[src/rtl/sme_host.sv]
// Host-side initiator for the string-match engine: buffers one string and one
// pattern, streams them on request and captures the engine's result.
module sme_host #(
  parameter int STR_DEPTH = 32,
  parameter int PAT_DEPTH = 8,
  parameter int TIMEOUT   = 255
) (
  input  logic       clk,
  input  logic       reset,
  input  logic       wr_en,
  input  logic       wr_sel,
  input  logic [4:0] wr_addr,
  input  logic [7:0] wr_data,
  input  logic [5:0] str_len,
  input  logic [3:0] pat_len,
  input  logic       send_str,
  input  logic       start,
  output logic       busy,
  output logic [7:0] chardata,
  output logic       isstring,
  output logic       ispattern,
  input  logic       valid,
  input  logic       match,
  input  logic [4:0] match_index,
  output logic       done,
  output logic       res_match,
  output logic [4:0] res_index,
  output logic       timeout
);

  localparam int SAW = $clog2(STR_DEPTH);
  localparam int PAW = $clog2(PAT_DEPTH);
  localparam int CW  = $clog2(TIMEOUT + 1);

  typedef enum logic [2:0] {IDLE, SEND_STR, SEND_PAT, WAIT, DONE} state_t;

  logic [7:0] str_mem [STR_DEPTH];
  logic [7:0] pat_mem [PAT_DEPTH];

  state_t         state_q, state_d;
  logic [SAW-1:0] idx_q, idx_d, idx_nx;
  logic [CW-1:0]  cnt_q, cnt_d;
  logic [5:0]     slen_q, slen_d, str_clamp;
  logic [3:0]     plen_q, plen_d;
  logic [7:0]     chardata_q, chardata_d;
  logic           isstring_q, isstring_d;
  logic           ispattern_q, ispattern_d;
  logic           busy_q, busy_d;
  logic           done_q, done_d;
  logic           res_match_q, res_match_d;
  logic [4:0]     res_index_q, res_index_d;
  logic           timeout_q, timeout_d;
  logic           pat_ok;

  // Buffers are never reset; writes are blocked while a request streams.
  always_ff @(posedge clk) begin
    if (wr_en && !busy_q) begin
      if (wr_sel) pat_mem[wr_addr[PAW-1:0]] <= wr_data;
      else        str_mem[wr_addr[SAW-1:0]] <= wr_data;
    end
  end

  assign str_clamp = (str_len > 6'(STR_DEPTH)) ? 6'(STR_DEPTH) : str_len;
  assign pat_ok    = (pat_len != 4'd0) && (pat_len <= 4'(PAT_DEPTH));
  assign idx_nx    = idx_q + 1'b1;

  // Outputs are registered, so each branch computes the values for the
  // state being entered, not the current one.
  always_comb begin
    state_d     = state_q;
    idx_d       = idx_q;
    cnt_d       = cnt_q;
    slen_d      = slen_q;
    plen_d      = plen_q;
    chardata_d  = '0;
    isstring_d  = 1'b0;
    ispattern_d = 1'b0;
    busy_d      = busy_q;
    done_d      = 1'b0;
    res_match_d = res_match_q;
    res_index_d = res_index_q;
    timeout_d   = timeout_q;
    case (state_q)
      IDLE: begin
        busy_d = 1'b0;
        if (start && pat_ok) begin
          slen_d    = str_clamp;
          plen_d    = pat_len;
          timeout_d = 1'b0;
          idx_d     = '0;
          cnt_d     = '0;
          busy_d    = 1'b1;
          if (send_str && (str_len != 6'd0)) begin
            state_d    = SEND_STR;
            isstring_d = 1'b1;
            chardata_d = str_mem[0];
          end else begin
            state_d     = SEND_PAT;
            ispattern_d = 1'b1;
            chardata_d  = pat_mem[0];
          end
        end
      end
      SEND_STR: begin
        if (6'(idx_q) == slen_q - 6'd1) begin
          state_d     = SEND_PAT;
          idx_d       = '0;
          ispattern_d = 1'b1;
          chardata_d  = pat_mem[0];
        end else begin
          idx_d      = idx_nx;
          isstring_d = 1'b1;
          chardata_d = str_mem[idx_nx];
        end
      end
      SEND_PAT: begin
        if (4'(idx_q) == plen_q - 4'd1) begin
          state_d = WAIT;
          idx_d   = '0;
          cnt_d   = '0;
        end else begin
          idx_d       = idx_nx;
          ispattern_d = 1'b1;
          chardata_d  = pat_mem[idx_nx[PAW-1:0]];
        end
      end
      WAIT: begin
        // A result arriving on the last allowed cycle still counts.
        if (valid) begin
          state_d     = DONE;
          busy_d      = 1'b0;
          done_d      = 1'b1;
          res_match_d = match;
          res_index_d = match_index;
        end else if (cnt_q == CW'(TIMEOUT - 1)) begin
          state_d     = DONE;
          busy_d      = 1'b0;
          done_d      = 1'b1;
          res_match_d = 1'b0;
          res_index_d = '0;
          timeout_d   = 1'b1;
        end else begin
          cnt_d = cnt_q + 1'b1;
        end
      end
      DONE: begin
        state_d = IDLE;
        busy_d  = 1'b0;
      end
      default: begin
        state_d = IDLE;
        busy_d  = 1'b0;
      end
    endcase
  end

  always_ff @(posedge clk or posedge reset) begin
    if (reset) begin
      state_q     <= IDLE;
      idx_q       <= '0;
      cnt_q       <= '0;
      slen_q      <= '0;
      plen_q      <= '0;
      chardata_q  <= '0;
      isstring_q  <= 1'b0;
      ispattern_q <= 1'b0;
      busy_q      <= 1'b0;
      done_q      <= 1'b0;
      res_match_q <= 1'b0;
      res_index_q <= '0;
      timeout_q   <= 1'b0;
    end else begin
      state_q     <= state_d;
      idx_q       <= idx_d;
      cnt_q       <= cnt_d;
      slen_q      <= slen_d;
      plen_q      <= plen_d;
      chardata_q  <= chardata_d;
      isstring_q  <= isstring_d;
      ispattern_q <= ispattern_d;
      busy_q      <= busy_d;
      done_q      <= done_d;
      res_match_q <= res_match_d;
      res_index_q <= res_index_d;
      timeout_q   <= timeout_d;
    end
  end

  assign busy      = busy_q;
  assign chardata  = chardata_q;
  assign isstring  = isstring_q;
  assign ispattern = ispattern_q;
  assign done      = done_q;
  assign res_match = res_match_q;
  assign res_index = res_index_q;
  assign timeout   = timeout_q;

endmodule

[config.mk]
export PLATFORM = sky130hd
export DESIGN_NAME = sme_host
export DESIGN_NICKNAME = d
export VERILOG_FILES = /design/src/rtl/sme_host.sv
export SDC_FILE = /design/constraint.sdc
export NUM_CORES = 1
export LEC_CHECK = 0
export ABC_CLOCK_PERIOD_IN_PS = 2400
export CORE_MARGIN = 3
export CORE_UTILIZATION = 50
export CTS_BUF_LIST = sky130_fd_sc_hd__clkbuf_8
export DETAILED_ROUTE_END_ITERATION = 7
export GPL_ROUTABILITY_DRIVEN = 0
export PLACE_DENSITY = 0.72
export SLEW_MARGIN = 25
export SYNTH_ARGS = -nofsm -noshare
export SYNTH_HDL_FRONTEND = slang
export SYNTH_SLANG_ARGS = --single-unit
export TNS_END_PERCENT = 100
[constraint.sdc]
create_clock -name clk -period 2.4 [get_ports clk]
set_clock_uncertainty 0.1 [all_clocks]
set_input_delay 0.24 -clock clk [delete_from_list [all_inputs] [get_ports clk]]
set_output_delay 0.24 -clock clk [all_outputs]
set_load 0.05 [all_outputs]
### Word level (Yosys, flattened, before mapping)

Memories as Yosys holds them, arrays and structs flattened.
Cells that the tools add are included.

* memories: 2
* bits in latches: 0
* memory bits (read-only): 0
* register bits: 45
* word-level logic and storage cells: 106
* memory bits (writable): 320

Memories
* str_mem: words 32, bits a word 8, read ports 2, clocked after Yosys merged registers in 0, wr ports 1, line 37 `logic [7:0] str_mem [STR_DEPTH];`
* pat_mem: words 8, bits a word 8, read ports 2, clocked after Yosys merged registers in 0, wr ports 1, line 38 `logic [7:0] pat_mem [PAT_DEPTH];`

* reduce and logical (&&, ||, !) cells: 20
* shift operators: 0
* equal/unequal tests: 13
* bitwise logic cells: 1
* $lt $le $gt $ge: 2
* multiply operators: 0
* add/subtract/negate cells: 4
* divide/modulo/power cells: 0
* mux-type cells: 51

Operator list (number)
* 2-to-1 mux 8 bit: 8
* one-hot mux 8 bit (3 select lines): 2
* 2-to-1 mux 5 bit: 5
* 2-to-1 mux 1 bit: 23
* 2-to-1 mux 3 bit: 5
* one-hot mux 5 bit (3 select lines): 1
* != test 2 bit (second input constant): 6
* one-hot mux 3 bit (4 select lines): 1
* adder 8 x 1 -> 8 bit (second input constant): 1
* == test 8 bit (second input constant): 1
* AND reduction 2 bit: 4
* AND reduction 4 bit: 2
* == test 3 x 2 -> 1 bit (second input constant): 2
* == test 5 x 6 -> 1 bit: 1
* greater-than comparator 6 bit (second input constant): 1
* 2-to-1 mux 6 bit: 1
* one-hot mux 1 bit (3 select lines): 2
* nonzero test 3 bit: 2
* nonzero test 6 bit: 1
* subtractor 6 x 1 -> 6 bit (second input constant): 1
* adder 5 x 1 -> 5 bit (second input constant): 1
* AND reduction 5 bit: 1
* == test 4 bit: 1
* less-or-equal comparator 4 bit (second input constant): 1
* other kinds (12): 17

### Longest topological paths before layout

* depth after elaboration: 5
* depth in mapped cells: 10

### Least setup slack after synthesis

No wires, ideal clock.

* kind: flip-flop to flip-flop
* start point: register busy_q, in the netlist busy
* end point: memory str_mem[0][0], enable pin
* required time: 1930 ps
* path buffers: 1
* path slack: -78 ps
* cell stages (with the launch flop): 5
* library setup time: 370 ps
* period minus slack after synthesis: 2478 ps
* arrival: 2008 ps
* cell sequence: dfrtp_1 -> or3b_2 -> or3_1 -> clkbuf_1 -> nor2_1

* cells in the longest elaborated chain, start to end: 4

RTL lines
* start, declared: line 48 `logic busy_q, busy_d;`
* start signal, assigned: line 181 `busy_q <= busy_d;`
* zero test 1 bit: line 57 `if (wr_en && !busy_q) begin`
* logical AND 1 bit: line 57
* 2-to-1 mux 1 bit: line 57
* 2-to-1 mux 1 bit (not written as such): line 59 `else str_mem[wr_addr[SAW-1:0]] <= wr_data;`
* end, declared: line 37

Every way passes these cells.

### Worst setup path after layout

* start point: register idx_q[0]
* end point: register chardata_q[6], in the netlist chardata[6]

* cells in the longest elaborated chain, start to end: 4
* elaborated cells on any way between the ends: 8

RTL lines
* start, declared: line 41 `logic [SAW-1:0] idx_q, idx_d, idx_nx;`
* start signal, assigned: line 174 `idx_q <= idx_d;`
* adder 5 x 1 -> 5 bit: line 65 `assign idx_nx = idx_q + 1'b1;`
* memory read (32 x 8 bit) or memory read (8 x 8 bit) (tied branches)
* 2-to-1 mux 8 bit (on tied branches): line 105, 117
* one-hot mux 8 bit (3 select lines) *: line 83 `case (state_q)`
* named net chardata_d[6]: line 45 `logic [7:0] chardata_q, chardata_d;`
* end signal, assigned: line 178 `chardata_q <= chardata_d;`
* end, declared: line 45

Mark *: on every way through the listed nets, which the timed path passes. The rest lies on a longest branch.
A chain may end at the register's enable or synchronous reset.

==> results.toml <==
[timing]
hold-worst-slack_ns = 0.176
setup_ws_ns = 0.00897
final_max_slew_viol_count = 0
slew_headroom_pct = 61.8
setup_tns_ns = 0
setup_violations = 0
grt_setup_unrepaired = "yes"
period_share_pct = 99.6
min_period_ns = 2.39
worst_pin_slew_ns = 0.569
fmax_mhz = 418
finalHoldViolCount = 0

[floorplan]
io_pins = 55
fp.dieH_um = 179
core_mm2 = 0.0290
fp.dieW_um = 179
dieArea_mm2 = 0.0319
start_util_pct = 51.4
row_count = 62

[global_route]
antenna_found_initial = 0
grt_pass1_wl_mm = 48.8
grt_util_all_layers_pct = 20.4
grt_max_degree = 41
first_global_vias = 8466
gr-total-overflow = 0

[critical_path]
endpoint_kind = "flip-flop"
required_ns = 2.79
max_stage_delay_ns = 0.52
cp_max_fo = 8
crit_arrival_ns = 2.78
start_kind = "flip-flop"
critPathKind = "reg2reg"
cp_slowest_cell = "dfrtp_4"
crit_chain = "ha_4, buf_12, clkbuf_16, mux4_2, nand2_2, a32o_2, a2111o_1, o211ai_1"

[layout]
areaGrowthSynthToFinish_pct = 21.3
final_common_cell = "edfxtp_1"
nFillCells = 2055
n_antenna_cell = 0
drive_gt1_share_pct = 29.0
final_cell_mix = "320 x edfxtp_1, 104 x buf_4, 80 x mux4_2"
layout.nets = 1073

[cts]
cts_made_buffers = 57
tritoncts = "done"
cts_root_buffer = "clkbuf_8"
clockBufferDepth = 3
cts.clk_slew.worst_paths_ns = 0.06
cts_htree_levels = 2
clk_latency_ns = 0.58
cts.sinks = 365

[logic_synthesis]
async_reset_ff_share_pct = 12.3
synth-edff-count = 320
ys_ff_latch = 365
yosysUniqueCellTypes = 55
syn_inst = 832
syn_area_mm2 = 0.0149
ys_seq_area_share_pct = 72.1
synth.avg_cell_area_um2 = 17.9
synth_warnings = 0
ys.flop_type = "edfxtp_1"
syn_nets = 873

[pwr]
power_density_mw_per_mm2 = 1110
leakage_nw = 6.34
worst_ir_drop_vdd_mv = 0.504

[run]
maxCapViolations = 0

[placed_design]
place_ws_ns = -0.202
dp_hpwl_mm = 21.2
port_buffers = 54

[min_path]
hold_class = "in2reg"

[status]
status = "complete, no violations"

[route]
wirelength_mm = 33.2
viasPerCell = 5.80
dr.pass1.iters = 5
wl_per_cell_um = 22.7
final_antenna_net_count = 0
drc = 0
drtIter0Drc = 746
vias = 8468
## area by class of cell
type | count | area (um^2) | area share [%]
Clock buffer | 60 | 826 | 4.57
Timing Repair Buffer | 182 | 1750 | 9.70
Inverter | 19 | 71.3 | 0.394
Tap cell | 384 | 480 | 2.66
Multi-Input combinational cell | 407 | 4000 | 22.1
Clock inverter | 43 | 206 | 1.14
Sequential cell | 365 | 10700 | 59.4
## worst paths after layout
| kind | start | endpoint | slack (ns) | cells past startpoint |
|---|---|---|---|---|
| min in group asynchronous | reset | timeout | 0.46 | 3 |
| setup / recovery | idx_q[0] | chardata[6] | 0.009 | 8 |
| setup reg to reg | idx_q[0] | chardata[6] | 0.009 | 8 |
| hold / removal | match_index[4] | res_index[4] | 0.18 | 2 |
| max in group asynchronous | reset | slen_q[3] | 1.17 | 4 |
| hold reg to reg | cnt_q[6] | cnt_q[6] | 0.39 | 1 |
## critical path: cells and delay by family (launching register included)
family / cells / cell delay [ns]
multiplexers: 1 / 0.19
flip-flops: 1 / 0.52
AND/OR/NAND/NOR: 1 / 0.07
adder cells (fa/ha/maj): 1 / 0.42
buffers and inverters: 2 / 0.29
AO/OA/AOI/OAI: 3 / 0.71
## synth_stat cells, types with 2 or more instances
cell / number / area (um^2)
edfxtp_1: 320 / 9610
mux4_2: 80 / 1800
nand2_1: 54 / 203
nor2_1: 53 / 199
dfrtp_1: 45 / 1130
mux2i_1: 25 / 250
a21oi_1: 21 / 105
inv_1: 19 / 71.3
o21ai_0: 19 / 95.1
buf_2: 18 / 90.1
clkbuf_1: 16 / 60.1
nand2b_1: 12 / 75.1
a22o_1: 11 / 96.3
nand3_1: 10 / 50.1
a32o_1: 9 / 90.1
xnor2_1: 9 / 78.8
and3_1: 8 / 50.1
nand3b_1: 8 / 60.1
o21ai_1: 8 / 40.0
o31ai_1: 7 / 52.6
a2111o_1: 5 / 56.3
ha_1: 5 / 62.6
o211ai_1: 5 / 37.5
xor2_1: 5 / 43.8
a221o_1: 4 / 40.0
buf_1: 4 / 15.0
mux2_1: 4 / 45.0
nor2b_1: 4 / 25.0
nor3_1: 4 / 20.0
or4_1: 4 / 30.0
o22ai_1: 3 / 18.8
or3b_2: 3 / 26.3
a21boi_0: 2 / 15.0
a31oi_1: 2 / 12.5
and2_1: 2 / 12.5
buf_4: 2 / 15.0
nand4_1: 2 / 12.5
o31ai_2: 2 / 25.0
or3_1: 2 / 12.5
## routing by layer
layer / up-vias / global-route usage (%) / share of wire, %
li1: 3746 / - / -
met1: 4274 / 28.8 / 42
met2: 384 / 32.1 / 48
met3: 64 / 4.17 / 7.9
met4: 0 / 6.53 / 2.4
met5: - / 0 / 0
## cells by family after synthesis
family	share of synthesized area [%]
multiplexers	14.2
buffers and inverters	1.76
AND/OR/NAND/NOR	5.74
XOR/XNOR	0.823
flip-flops	72.1
adder cells (fa/ha/maj)	0.420
AO/OA/AOI/OAI	5.05
## stage by stage
| stage | power, W | cells | area [um^2] | utilization, % |
|---|---|---|---|---|
| floorplan | 0.0121 | 832 | 14900 | - |
| global placement | 0.0144 | 1344 | 16700 | 57.7 |
| detailed placement | 0.0145 | 1344 | 16700 | 57.7 |
| CTS | 0.0192 | 1448 | 17800 | 61.3 |
| global route | 0.0209 | 1460 | 18100 | 62.3 |
| finish | 0.0200 | 1460 | 18100 | 62.3 |
## power breakdown
| group | switching, W | internal (W) |
|---|---|---|
| Sequential | 0.000272 | 0.00723 |
| Combinational | 0.00394 | 0.00386 |
| Clock | 0.00229 | 0.00241 |
## sequential cells by signal, summed over array words and instances, names as in the netlist, 4 cells and up
register,flops
chardata,8
cnt_q,8
idx_q,5
pat_mem,64
plen_q,4
res_index,5
slen_q,6
str_mem,256
## what timing repair did
item / 4_1_cts / 5_1_grt
hold buffers: 1 / 0
gates resized for setup: 0 / 33
pin swaps: 1 / 15
buffers inserted: 0 / 7
endpoints found under the hold margin: 18 / 0
cloned: 0 / 5
endpoints found under the setup margin: 1 / 9
No activity file was read; power rests on OpenSTA's default activity.
